### src/rtl/adc_axis_packer.sv
// Multi-channel ADC capture front end: packs PACK input words per AXI4-Stream beat,
// buffers beats in a first-word-fall-through FIFO and marks every FRAME_LEN-th beat with TLAST.
module adc_axis_packer #(
    parameter int CH_NUM     = 2,
    parameter int SAMPLE_W   = 8,
    parameter int PACK       = 4,
    parameter int FIFO_DEPTH = 16,
    parameter int FRAME_LEN  = 256,
    parameter int IN_W       = CH_NUM * SAMPLE_W,
    parameter int OUT_W      = IN_W * PACK
) (
    input  logic             clk,
    input  logic             rst,
    input  logic             enable,
    input  logic             mode,
    input  logic [IN_W-1:0]  adc_data,
    input  logic             adc_valid,
    output logic [OUT_W-1:0] m_axis_tdata,
    output logic             m_axis_tvalid,
    input  logic             m_axis_tready,
    output logic             m_axis_tlast,
    output logic             overflow
);
    localparam int PIDX_W = (PACK > 1) ? $clog2(PACK) : 1;
    localparam int CNT_W  = (FRAME_LEN > 1) ? $clog2(FRAME_LEN) : 1;
    localparam int PTR_W  = $clog2(FIFO_DEPTH);

    logic                en_prev_q, en_prev_d;
    logic                mode_q, mode_d;
    logic [SAMPLE_W-1:0] ramp_q, ramp_d;
    logic [PIDX_W-1:0]   pack_idx_q, pack_idx_d;
    logic [OUT_W-1:0]    pack_buf_q, pack_buf_d;
    logic [CNT_W-1:0]    beat_cnt_q, beat_cnt_d;
    logic                overflow_q, overflow_d;
    logic [PTR_W-1:0]    wr_ptr_q, wr_ptr_d;
    logic [PTR_W-1:0]    rd_ptr_q, rd_ptr_d;
    logic [PTR_W:0]      count_q, count_d;
    logic [OUT_W:0]      mem_q [FIFO_DEPTH];

    logic                mode_eff;
    logic                take;
    logic                last_word;
    logic                pop;
    logic                push_ok;
    logic [IN_W-1:0]     ramp_word;
    logic [IN_W-1:0]     word;
    logic [OUT_W-1:0]    beat_next;
    logic                tlast_in;

    always_comb begin
        // The enable rising edge uses the incoming mode so the very first word already follows it.
        mode_eff  = (enable && !en_prev_q) ? mode : mode_q;
        mode_d    = mode_eff;
        en_prev_d = enable;
        take      = enable && (mode_eff || adc_valid);

        ramp_word = '0;
        for (int c = 0; c < CH_NUM; c++) begin
            ramp_word[c*SAMPLE_W +: SAMPLE_W] = ramp_q + SAMPLE_W'(c);
        end
        word   = mode_eff ? ramp_word : adc_data;
        ramp_d = (take && mode_eff) ? ramp_q + SAMPLE_W'(1) : ramp_q;

        beat_next = pack_buf_q;
        beat_next[pack_idx_q*IN_W +: IN_W] = word;
        pack_buf_d = take ? beat_next : pack_buf_q;

        last_word  = take && (pack_idx_q == PIDX_W'(PACK - 1));
        pack_idx_d = pack_idx_q;
        if (take) begin
            pack_idx_d = last_word ? '0 : pack_idx_q + PIDX_W'(1);
        end

        // A pop on the same edge frees a slot, so a full FIFO can still accept.
        pop      = (count_q != '0) && m_axis_tready;
        push_ok  = last_word && ((count_q < (PTR_W+1)'(FIFO_DEPTH)) || pop);
        tlast_in = (beat_cnt_q == CNT_W'(FRAME_LEN - 1));

        beat_cnt_d = beat_cnt_q;
        if (push_ok) begin
            beat_cnt_d = tlast_in ? '0 : beat_cnt_q + CNT_W'(1);
        end
        overflow_d = overflow_q || (last_word && !push_ok);

        wr_ptr_d = push_ok ? wr_ptr_q + PTR_W'(1) : wr_ptr_q;
        rd_ptr_d = pop ? rd_ptr_q + PTR_W'(1) : rd_ptr_q;
        count_d  = count_q + (PTR_W+1)'(push_ok) - (PTR_W+1)'(pop);
    end

    always_ff @(posedge clk) begin
        if (rst) begin
            en_prev_q  <= 1'b0;
            mode_q     <= 1'b0;
            ramp_q     <= '0;
            pack_idx_q <= '0;
            pack_buf_q <= '0;
            beat_cnt_q <= '0;
            overflow_q <= 1'b0;
            wr_ptr_q   <= '0;
            rd_ptr_q   <= '0;
            count_q    <= '0;
        end else begin
            en_prev_q  <= en_prev_d;
            mode_q     <= mode_d;
            ramp_q     <= ramp_d;
            pack_idx_q <= pack_idx_d;
            pack_buf_q <= pack_buf_d;
            beat_cnt_q <= beat_cnt_d;
            overflow_q <= overflow_d;
            wr_ptr_q   <= wr_ptr_d;
            rd_ptr_q   <= rd_ptr_d;
            count_q    <= count_d;
        end
    end

    always_ff @(posedge clk) begin
        if (!rst && push_ok) begin
            mem_q[wr_ptr_q] <= {tlast_in, beat_next};
        end
    end

    assign m_axis_tvalid = (count_q != '0);
    assign m_axis_tdata  = m_axis_tvalid ? mem_q[rd_ptr_q][OUT_W-1:0] : '0;
    assign m_axis_tlast  = m_axis_tvalid ? mem_q[rd_ptr_q][OUT_W] : 1'b0;
    assign overflow      = overflow_q;

endmodule

### config.mk
export PLATFORM = sky130hd
export DESIGN_NAME = adc_axis_packer
export DESIGN_NICKNAME = d
export VERILOG_FILES = /design/src/rtl/adc_axis_packer.sv
export SDC_FILE = /design/constraint.sdc
export NUM_CORES = 1
export LEC_CHECK = 0
export CORE_ASPECT_RATIO = 1.25
export CORE_MARGIN = 3
export CORE_UTILIZATION = 30
export DETAILED_ROUTE_END_ITERATION = 7
export DONT_BUFFER_PORTS = 1
export PLACE_DENSITY = 0.47
export RECOVER_POWER = 25
export REMOVE_ABC_BUFFERS = 1
export SYNTH_ARGS = -nofsm -noshare
export SYNTH_HDL_FRONTEND = slang
export SYNTH_SLANG_ARGS = --single-unit
### constraint.sdc
create_clock -name clk -period 5.7 [get_ports clk]
set_input_delay 0.57 -clock clk [delete_from_list [all_inputs] [get_ports clk]]
set_output_delay 0.57 -clock clk [all_outputs]
set_load 0.02 [all_outputs]
Word-level counts from Yosys, hierarchy flattened
Memory sizes are Yosys's and may differ from the RTL's. A register that Yosys moved wholly into a read port is not among the register bits.
Index checks and enable logic that the tools add are counted.
{ "classes": {"n_shift": 2, "n_lt_le_gt_ge": 1, "muxes": 11, "add_sub_neg": 8, "n_reduce_logical": 15, "eq_ne": 2} }
{ "ops": {"columns": ["operator", "n"], "rows": [
  ["bitwise mux 64 bit", 1],
  ["two-way mux 64 bit", 1],
  ["variable shift 16 x 34 -> 64 bit, first input constant", 1],
  ["variable part select 16 x 34 -> 64 bit", 1],
  ["negation 6 -> 34 bit", 1],
  ["adder 8 x 1 -> 8 bit, second input constant", 2],
  ["two-way mux 16 bit", 1],
  ["adder 4 x 1 -> 4 bit, second input constant", 2],
  ["equality test 8 bit, second input constant", 1],
  ["logical AND 1 bit", 8],
  ["two-way mux 4 bit", 2],
  ["two-way mux 8 bit", 1],
  ["adder 5 x 1 -> 5 bit", 1],
  ["< comparator 5 bit, second input constant", 1],
  ["nonzero test 5 bit", 1],
  ["subtractor 5 x 1 -> 5 bit", 1],
  ["two-way mux 1 bit", 4],
  ["logical NOT 1 bit", 3],
  ["logical OR 1 bit", 3],
  ["adder 2 x 1 -> 2 bit, second input constant", 1],
  ["equality test 2 bit, second input constant", 1],
  ["two-way mux 2 bit", 1]
]} }
{ "word_totals": {"mem_count": 1, "input_bits": 22, "out_inout_bits": 67, "ram_bits": 1040, "wordCells": 50, "ff_bits": 98} }
{ "mem_list": {"columns": ["memory", "depth", "word_bits", "read_ports", "rd_clocked_by_memory_dff", "wr", "line_no", "rtl"], "rows": [
  ["mem_q", 16, 65, 1, 1, 1, "38", "logic [OUT_W:0] mem_q [FIFO_DEPTH];"]
]} }

Depth between registers and ports, before layout
Gate-level depths: netlist of run 1.
{ "logic_depth": {"word_depth": 10, "mapped_depth": 14, "mapped_depth_nobuf": 13} }

Worst setup path before layout of run 1
OpenSTA, ideal clock, no wires.
{ "synth_timing": {"kind": "input port to flip-flop", "startpoint": "in rst", "endpoint": "mem mem_q[7][0] (netlist name), enable pin", "cell_stages": 4, "slack_ns": 1.046, "required_time_ns": 5.205, "setup_time_ns": 0.495, "path_buffers": 2, "t_arrival_ns": 4.159, "cell_sequence": "clkbuf_1 > buf_1 > nor3b_1 > nor2b_1"} }
{ "synth_between": {"elab_chain_len": 4} }
{ "synth_lines": {"columns": ["item", "line_no", "rtl"], "rows": [
  ["start, declared", "13", "input logic rst,"],
  ["logical NOT 1 bit", "117", "if (!rst && push_ok) begin"],
  ["logical AND 1 bit", "117", null],
  ["two-way mux 1 bit", "117", null],
  ["two-way mux 1 bit (not written as such)", "118", "mem_q[wr_ptr_q] <= {tlast_in, beat_next};"],
  ["end, declared", "38", null]
]} }
No other way between the ends.

Worst setup path in the final report of run 1
{ "layout_timing": {"startpoint": "reg count_q[2]", "endpoint": "out m_axis_tdata[43]"} }
{ "layout_between": {"elab_chain_len": 2} }
{ "layout_lines": {"columns": ["item", "line_no", "rtl"], "rows": [
  ["start, declared", "37", "logic [PTR_W:0] count_q, count_d;"],
  ["start signal, assigned", "112", "count_q <= count_d;"],
  ["nonzero test 5 bit", "122", "assign m_axis_tvalid = (count_q != '0);"],
  ["net m_axis_tvalid", "19", "output logic m_axis_tvalid,"],
  ["two-way mux 64 bit", "123", "assign m_axis_tdata = m_axis_tvalid ? mem_q[rd_ptr_q][OUT_W-1:0] : '0;"],
  ["end, declared", "18", "output logic [OUT_W-1:0] m_axis_tdata,"]
]} }
The timed path passes the listed nets, and every way through them passes these cells.

==> results.md, run 1 <==
- The effective utilization at floorplan is 30.28%.
- The required time at the endpoint of the critical path is 5130 ps.
- Summed over all cells, the static leakage comes to approximately 16 nW.
- The critical path startpoint category is a flop.
- Clock-pin slew was measured on the worst setup and hold paths at roughly 60 ps.
- The met2 track demand over resource is between 20% and 30%.
- The remaining design rule violation count is 0.
- Buffers inserted during clock tree synthesis total about 110.
- Entering global routing, the biggest net connects 121 pins.
- TritonCTS built the clock tree.
- The clock latency of the later-clocked register in the worst-skew pair is around 730 ps.
- The count of antenna-violating nets left after detailed routing is 0.
- For this block, the routed nets add up to between 100 and 150 mm of wire.
- The floorplan die area is ~150000 µm².
- The routed layout has 22890 vias.
- Of the cells placed in the final design, the portion with a size suffix greater than 1 is 18.93%.
- The maximum cell stage delay along the critical path is 770 ps.
- Global routing used 15.78% of the available tracks across all layers.
- Global routing used 3.495% of the available met3 tracks.
- In this run the post-CTS setup repair buffer count came out at 0.
- The number of hold violations in the final report was 0.
- The flow ran to the end, but the final reports show violations.
- The clock passes through at most 3 buffers.
- In this design, the critical path's most frequently occurring cell is buf_4.
- The largest fanout on the critical path is 16.
- The netlist area before placement is between 40000 and 50000 µm².
- The type of the tightest min-delay check is input pin to flop.
- The total clock sinks is approximately 1100.
- The netlist uses 49 different library cells.
- The worst setup path is captured at an output port.
- The horizontal extent of the die is 350.2 µm.
- The setup-violating endpoint count in the final report is 0.
- The total global routing overflow is 0.
- Counting flops with an async set or reset pin after synthesis yields a share of 0%.
- Synthesis produced a netlist whose cell count is 2359.
- The final-layout setup total negative slack is 0 ps.
- The count of buffers inserted at the top-level ports is 0.
- Total power for the finished layout comes to 20.00 mW.
- Dividing total power by cell area gives a power density of 395.8 nW/µm².
- The busiest metal layer after global routing is met2.
- The signal on the critical path passes through inv_1 > ha_1 > or4b_1 > nor2b_4 > buf_4 > buf_4 > a22oi_1 > o211ai_1.
- The final clock period utilization by the worst path is approximately 82%.
- The sequential cell area fraction in the yosys report is 74.88%.
- The count of synthesis-stage warnings from yosys is 0.
- Detailed placement finished with a half-perimeter wire length of about 66 mm.
- Setup repair after global routing left no endpoint under its margin.
- The floorplan has 157 rows.
- The final reports fail on max-capacitance violations, max-slew violations.
- The relative area change from synthesis to final layout is 13.72%.
- The first global-routing pass estimated 174.2 mm of wire.
- The initial antenna violation count is 1.
- The critical path's slowest cell is nor2b_4.
- The first TritonRoute pass finished after 5 iterations.
- The worst setup path is of the flop to output port kind.
- The starting DRC count in detailed routing is 1866.
- The final net count is 2465.
- The maximum frequency from static timing analysis is about 210 MHz.
- The worst setup skew after layout is approximately 31 ps.
- VDD sags by at most 0.2352 mV.
- The die height is 436.3 µm.
- The worst pin sits at a relative slew slack of -74.21%.
- Synthesis inferred 1142 register bits.
- In the global route stage, met1 resource usage came out at 20.40%.
- The arrival time of the worst setup path is 4090 ps.
- The via count of the first global-routing pass is 24050.
- In the synthesized netlist the dominant register cell turns out to be edfxtp_1.
- The average cell area after synthesis is ~19 µm².
- The transition time of the tightest slew-check pin is 2608 ps.
- The quantity of gates resized following cts is 0.
- The global placement routability congestion is 0.7312.
- The number of max-slew violations in the final report is 382.
- The area of the core region is 146700 µm².
- The clock root buffer is clkbuf_16.
- The number of flops mapped to enable cells by yosys is 1040.
- In the final routed layout, each cell accounts on average for 27.42 µm.
- The average vias per placed instance is 5.174.
- Across the run, the number of max-cap violations was 13.
- The clock period could shrink to 4655 ps.
- The maximum level of the CTS H-tree is 3.
- The number of hold buffers added after CTS is 2.
- The I/O pin count is 89.
-- state kept, by name (all words and copies together), names as in the netlist, named ones only --
register    flops
mem_q        1040
pack_buf_q     64
beat_cnt_q      8
ramp_q          8
count_q         5
rd_ptr_q        4
wr_ptr_q        4
pack_idx_q      2
en_prev_q       1
mode_q          1
overflow        1
-- worst max-delay path: cells and delay by family (launching register included) --
kind / cells / cell delay (ps)
AOI/OAI and AO/OA: 2 / 630
adders and majority gates: 1 / 200
DFF: 1 / 350
and+or+nand+nor: 2 / 1310
buffers and inverters: 3 / 810
-- logic make-up (layout without fill, tap and decap cells) --
group           Yosys count  after routing  share of synthesized area, %
simple gates            244            244                         2.667
compound gates          369            369                         6.220
buf+inv                 227            382                         2.132
xor+xnor                 17             17                        0.3351
other cells               0              2                             0
fa+ha+maj                19             19                        0.5519
mux                     341            341                         13.22
flops                  1142           1142                         74.88
-- path summary, 6_finish.rpt --
check                           cells past startpoint                    endpoint  slack, ps                       start
worst max-delay path                                8            m_axis_tdata[43]       1040       count_q[2]$_SDFF_PP0_
worst min-delay path                                3      ramp_q[2]$_SDFFE_PP0P_         90                      enable
worst max register to register                      5     mem_q[15][29]$_DFFE_PP_       1070  pack_idx_q[0]$_SDFFE_PP0P_
worst min register to register                      1  pack_buf_q[1]$_SDFFE_PP0P_        460  pack_buf_q[1]$_SDFFE_PP0P_
-- synth_stat cells, drive strengths merged, types with 2 or more instances --
cell | instances | share of area, %
edfxtp | 1040 | 70
mux4 | 196 | 9.9
mux2i | 142 | 3.2
a22oi | 128 | 2.3
dfxtp | 102 | 4.6
inv | 83 | 0.70
nand2 | 80 | 0.68
clkbuf | 79 | 0.67
nand3 | 77 | 0.87
buf | 65 | 0.76
o211ai | 64 | 1.1
o22ai | 64 | 0.90
o2bb2ai | 60 | 1.2
nor2 | 23 | 0.19
a21oi | 21 | 0.24
and3 | 19 | 0.27
ha | 18 | 0.51
or3 | 15 | 0.21
o21ai | 11 | 0.13
xnor2 | 10 | 0.20
nor2b | 9 | 0.13
xor2 | 7 | 0.14
nor3 | 5 | 0.056
a211oi | 4 | 0.068
a2bb2o | 4 | 0.090
a31o | 4 | 0.079
mux2 | 3 | 0.076
nand4 | 3 | 0.042
nor3b | 3 | 0.051
a21o | 2 | 0.034
a32o | 2 | 0.045
and3b | 2 | 0.039
nand3b | 2 | 0.034
nor4 | 2 | 0.028
-- report_power, final --
group | total [mW] | leakage, nW | internal [mW] | switching [mW]
combinational | 3.74 | 3.43 | 1.43 | 2.30
sequential | 9.25 | 10.5 | 9.12 | 0.127
clock | 7.02 | 1.70 | 3.87 | 3.15
-- layout by cell type (no fill, tap or decap), types with 11 or more instances in the layout --
cell type     n
buf_4        64
ha_1         18
dfxtp_1      99
o22ai_1      62
o211ai_1     64
mux4_2      196
a22oi_1     118
buf_12       12
clkbuf_16   110
clkbuf_1     36
mux2i_1     138
and3_1       11
nor2_1       22
a21oi_1      19
nand3_1      77
nand2_1      80
edfxtp_1   1040
inv_1        83
o2bb2ai_1    60
clkinv_1     23
clkinv_2     27
or3_1        15
-- cell type report --
class                      instances  area, µm²
sequential                      1142      33280
clock inverter                    67      526.8
inverter                          83      311.5
antenna                            2      5.005
clock buffer                     134       2914
fill                           13670      96210
multi-input combinational        990      10290
timing repair buffer              98      809.5
tap                             1908       2387
-- routing by layer --
metal	up-vias	wire, µm
met1	12370	51090
met2	582	60920
met3	141	7307
li1	9797	-
met5	-	0
met4	0	1978
-- stage by stage --
stage / area, µm² / instances / hold slack, ps / util, % / setup WS (ps)
after global routing: 50530 / 4423 / 68.39 / 34.44 / 878.9
after global placement: 47200 / 4217 / 445.0 / 32.17 / 1809
after CTS: 50680 / 4420 / 19.79 / 34.54 / 1005
final: 50530 / 4424 / 91.39 / 34.44 / 1045
after detailed placement: 47210 / 4217 / 446.3 / 32.17 / 1774
after floorplan: 43800 / 2215 / 432.3 / - / -8742
No activity file was read; power rests on OpenSTA's default activity.
==> run 2: changes to the inputs <==
Clock period 5.7 ns to 4.5 ns, I/O delays scaled along.
==> run 2 against run 1 <==
  * The run still ends with max-capacitance violations, max-slew violations left
  * Routed wire length fell by 0.72%
  * Flip-flop and latch count unchanged
  * Register-to-register slack lost 690 ps
  * Core utilization grew 0.56 points
  * Clock skew fell by 5.6 ps
  * Clock power up 36%
  * Final area is 1.6% higher
  * Critical endpoint is now m_axis_tdata[23]
==> results.md, run 2 (synthesized netlist as in run 1, its figures left out) <==
- The global-route wire length before repair is 174.5 mm (+0.16%).
- The number of hold violations in the final report is 0 (unchanged).
- The critical path's slowest cell is nor2b_4.
- The maximum number of pins on one net before global-route repair is 112 (-7.4%).
- The kind of critical path is flop to output port.
- Relative to the synthesized area, the layout overhead comes to 15.56%.
- The count of antenna-violating nets left after detailed routing is 0 (unchanged).
- The total clock sinks was 1142 (unchanged).
- The starting DRC count in detailed routing is 1762 (-5.6%).
- The final clock period utilization by the worst path is 91.76%.
- The reported leakage power is 16.12 nW (+2.8%).
- The worst slew slack as a fraction of its limit came to -96.61% (-22 points).
- Setup repair after global routing left no endpoint under its margin.
- Leaving out fill and tap cells, the most frequent cells in the layout are 1040 x edfxtp_1, 196 x mux4_2, 142 x mux2i_1, 118 x a22oi_1, 113 x clkbuf_16.
- TritonCTS built the clock tree.
- The number of placed cells counting well taps was 4272 (+1.3%).
- The arrival time of the worst setup path is 3680 ps (-410 ps).
- The power after layout is 26.24 mW (+31%).
- The checks that failed: max-capacitance violations, max-slew violations.
- The total routed wirelength was 120.4 mm (-0.72%).
- The number of post-CTS setup repair buffers is 0 (unchanged).
- The largest fanout on the critical path came to 29 (+13).
- The floorplan die area is 152800 µm² (unchanged).
- The initial antenna violation count was 2 (+1).
- In this run the worst hold path is classified as input pin to flop.
- The multi-input logic area was 10290 µm² (about the same).
- The count of buffers inserted at the top-level ports is 0 (unchanged).
- The vias after detailed routing is 22880 (-0.026%).
- The count of placed standard cells in the final layout, fillers left out is 4487 (+1.4%).
- The kind of end point of the critical path is an output port.
- The area occupied by registers is 33280 µm² (unchanged).
- The worst setup skew after layout was 24.88 ps (-5.634 ps).
- The global placement routability congestion was 0.7648 (+4.6%).
- The number of max-slew violations in the final report is 122 (-68%).
- Leaving out fill and tap cells, the most frequent cell in the layout is edfxtp_1.
- The remaining design rule violation count was 0 (unchanged).
- The effective utilization at floorplan is 30.28% (unchanged).
- The detailed placer's ending HPWL was 64.63 mm (-2.4%).
- The clock-pin slew on the worst setup and hold paths was 60 ps (about the same).
- The clock buffer count from CTS is 110 (+0.92%).
- The final-layout setup total negative slack was 0 ps (unchanged).
- The slack of the worst reg-to-reg path came to 380 ps (-690 ps).
- The transition time of the tightest slew-check pin was 2949 ps (+341.4 ps).
- The count of maximum capacitance violations was 3 (-10).
- The largest registers in the layout are mem_q: 1040 flops, pack_buf_q: 64 flops.
- The die height is 436.3 µm (unchanged).
- STA classifies the critical path startpoint as a flop.
- The total global routing overflow came to 0 (unchanged).
- The clock latency of the later-clocked register in the worst-skew pair was 710 ps (-20 ps).
- The required time at the endpoint of the critical path is 4050 ps (-1080 ps).
- The number of placement rows is 157 (unchanged).
- The final core area utilization was 34.99% (+0.56 points).
- The power density over the cells came to 511.0 nW/µm² (+29%).
- For this run, the top clock speed supported by timing is 242.2 MHz.
- The maximum cell stage delay along the critical path is 930 ps (+160 ps).
- The maximum vdd ir drop was 0.3307 mV (+41%).
- mem_q holds more flip-flops than any other register.
- The routed length per placed instance is 26.84 µm (-2.1%).
- The fraction of layout instances using a drive strength above 1 is 20.44% (+1.5 points).
- The final net count is 2525 (+2.4%).
- The number of fill cells in the layout was 13590 (-0.61%).
- The flow ran to the end, but the final reports show violations.
- The post-route worst hold slack is 97.36 ps (+5.968 ps).
- The I/O pin count came to 89 (unchanged).
- The flip-flop count of the largest register, all copies and words added is 1040 (unchanged).
- The average vias per placed instance is 5.100 (-1.4%).
- The horizontal extent of the die is 350.2 µm (unchanged).
- The total routing resource utilization after global routing is 15.78% (about the same).
- The time the final worst path needs with I/O delays and setup is 4129 ps.
- The setup-violating endpoint count in the final report is 0 (unchanged).
- The signal on the critical path passes through nor2b_4 > buf_4 > a22oi_1 > a22oi_1 > o211ai_1 > buf_4.
- The via count of the first global-routing pass is 24460 (+1.7%).
- The area of the core region was 146700 µm² (unchanged).
- Clock tree synthesis selected as its root buffer the cell clkbuf_16.
- The first-pass iteration count of the detailed router is 5 (unchanged).
- The maximum root-to-sink buffer count is 3 (unchanged).
- The maximum level of the CTS H-tree is 3 (unchanged).
-- run 2: final cells by class --
| cell class | instances | share of cell area, % |
|---|---|---|
| Sequential cell | 1142 | 64.82 |
| Multi-Input combinational cell | 990 | 20.04 |
| Clock buffer | 136 | 5.714 |
| Tap cell | 1908 | 4.649 |
| Timing Repair Buffer | 157 | 2.688 |
| Clock inverter | 70 | 1.479 |
| Inverter | 83 | 0.6067 |
| Antenna cell | 1 | 0.004873 |
-- run 2: critical path, delay by kind of cell (launching register included) --
| kind | cells | cell delay (ps) |
|---|---|---|
| and+or+nand+nor | 1 | 930 |
| DFF | 1 | 680 |
| buffers and inverters | 2 | 680 |
| AOI/OAI and AO/OA | 3 | 620 |
-- run 2: final timing paths --
path | start | to | depth (start not counted)
worst max-delay path | flop | m_axis_tdata[23] | 6
worst min-delay path | rst | pack_buf_q[46]$_SDFFE_PP0P_ | 2
worst max register to register | mode_q$_SDFF_PP0_ | mem_q[8][49]$_DFFE_PP_ | 5
worst min register to register | pack_buf_q[28]$_SDFFE_PP0P_ | pack_buf_q[28]$_SDFFE_PP0P_ | 1
-- run 2: repair_timing --
item / in CTS / in global routing
gates resized for setup: 0 / 0
endpoints found under the hold margin: 40 / 0
hold buffers: 7 / 0
-- run 2: power by group --
group / internal (mW) / switching [mW] / leakage [nW]
combinational: 2.02 / 3.03 / 3.77
clock: 5.54 / 3.98 / 1.80
sequential: 11.6 / 0.125 / 10.5
-- run 2: routing by layer --
| layer | up-vias | track usage, % | routed length, µm |
|---|---|---|---|
| li1 | 9895 | - | - |
| met1 | 12320 | 20.66 | 51400 |
| met2 | 521 | 26.82 | 60270 |
| met3 | 149 | 2.958 | 6371 |
| met4 | 0 | 4.288 | 2379 |
| met5 | - | 0 | 0 |
-- run 2: stage by stage --
stage               worst slack (ps)  area (µm²)
global route                   109.1       51350
CTS                            243.0       51500
floorplan                      -9822       43800
global placement                1061       47730
finish                         370.9       51350
detailed placement              1046       47730
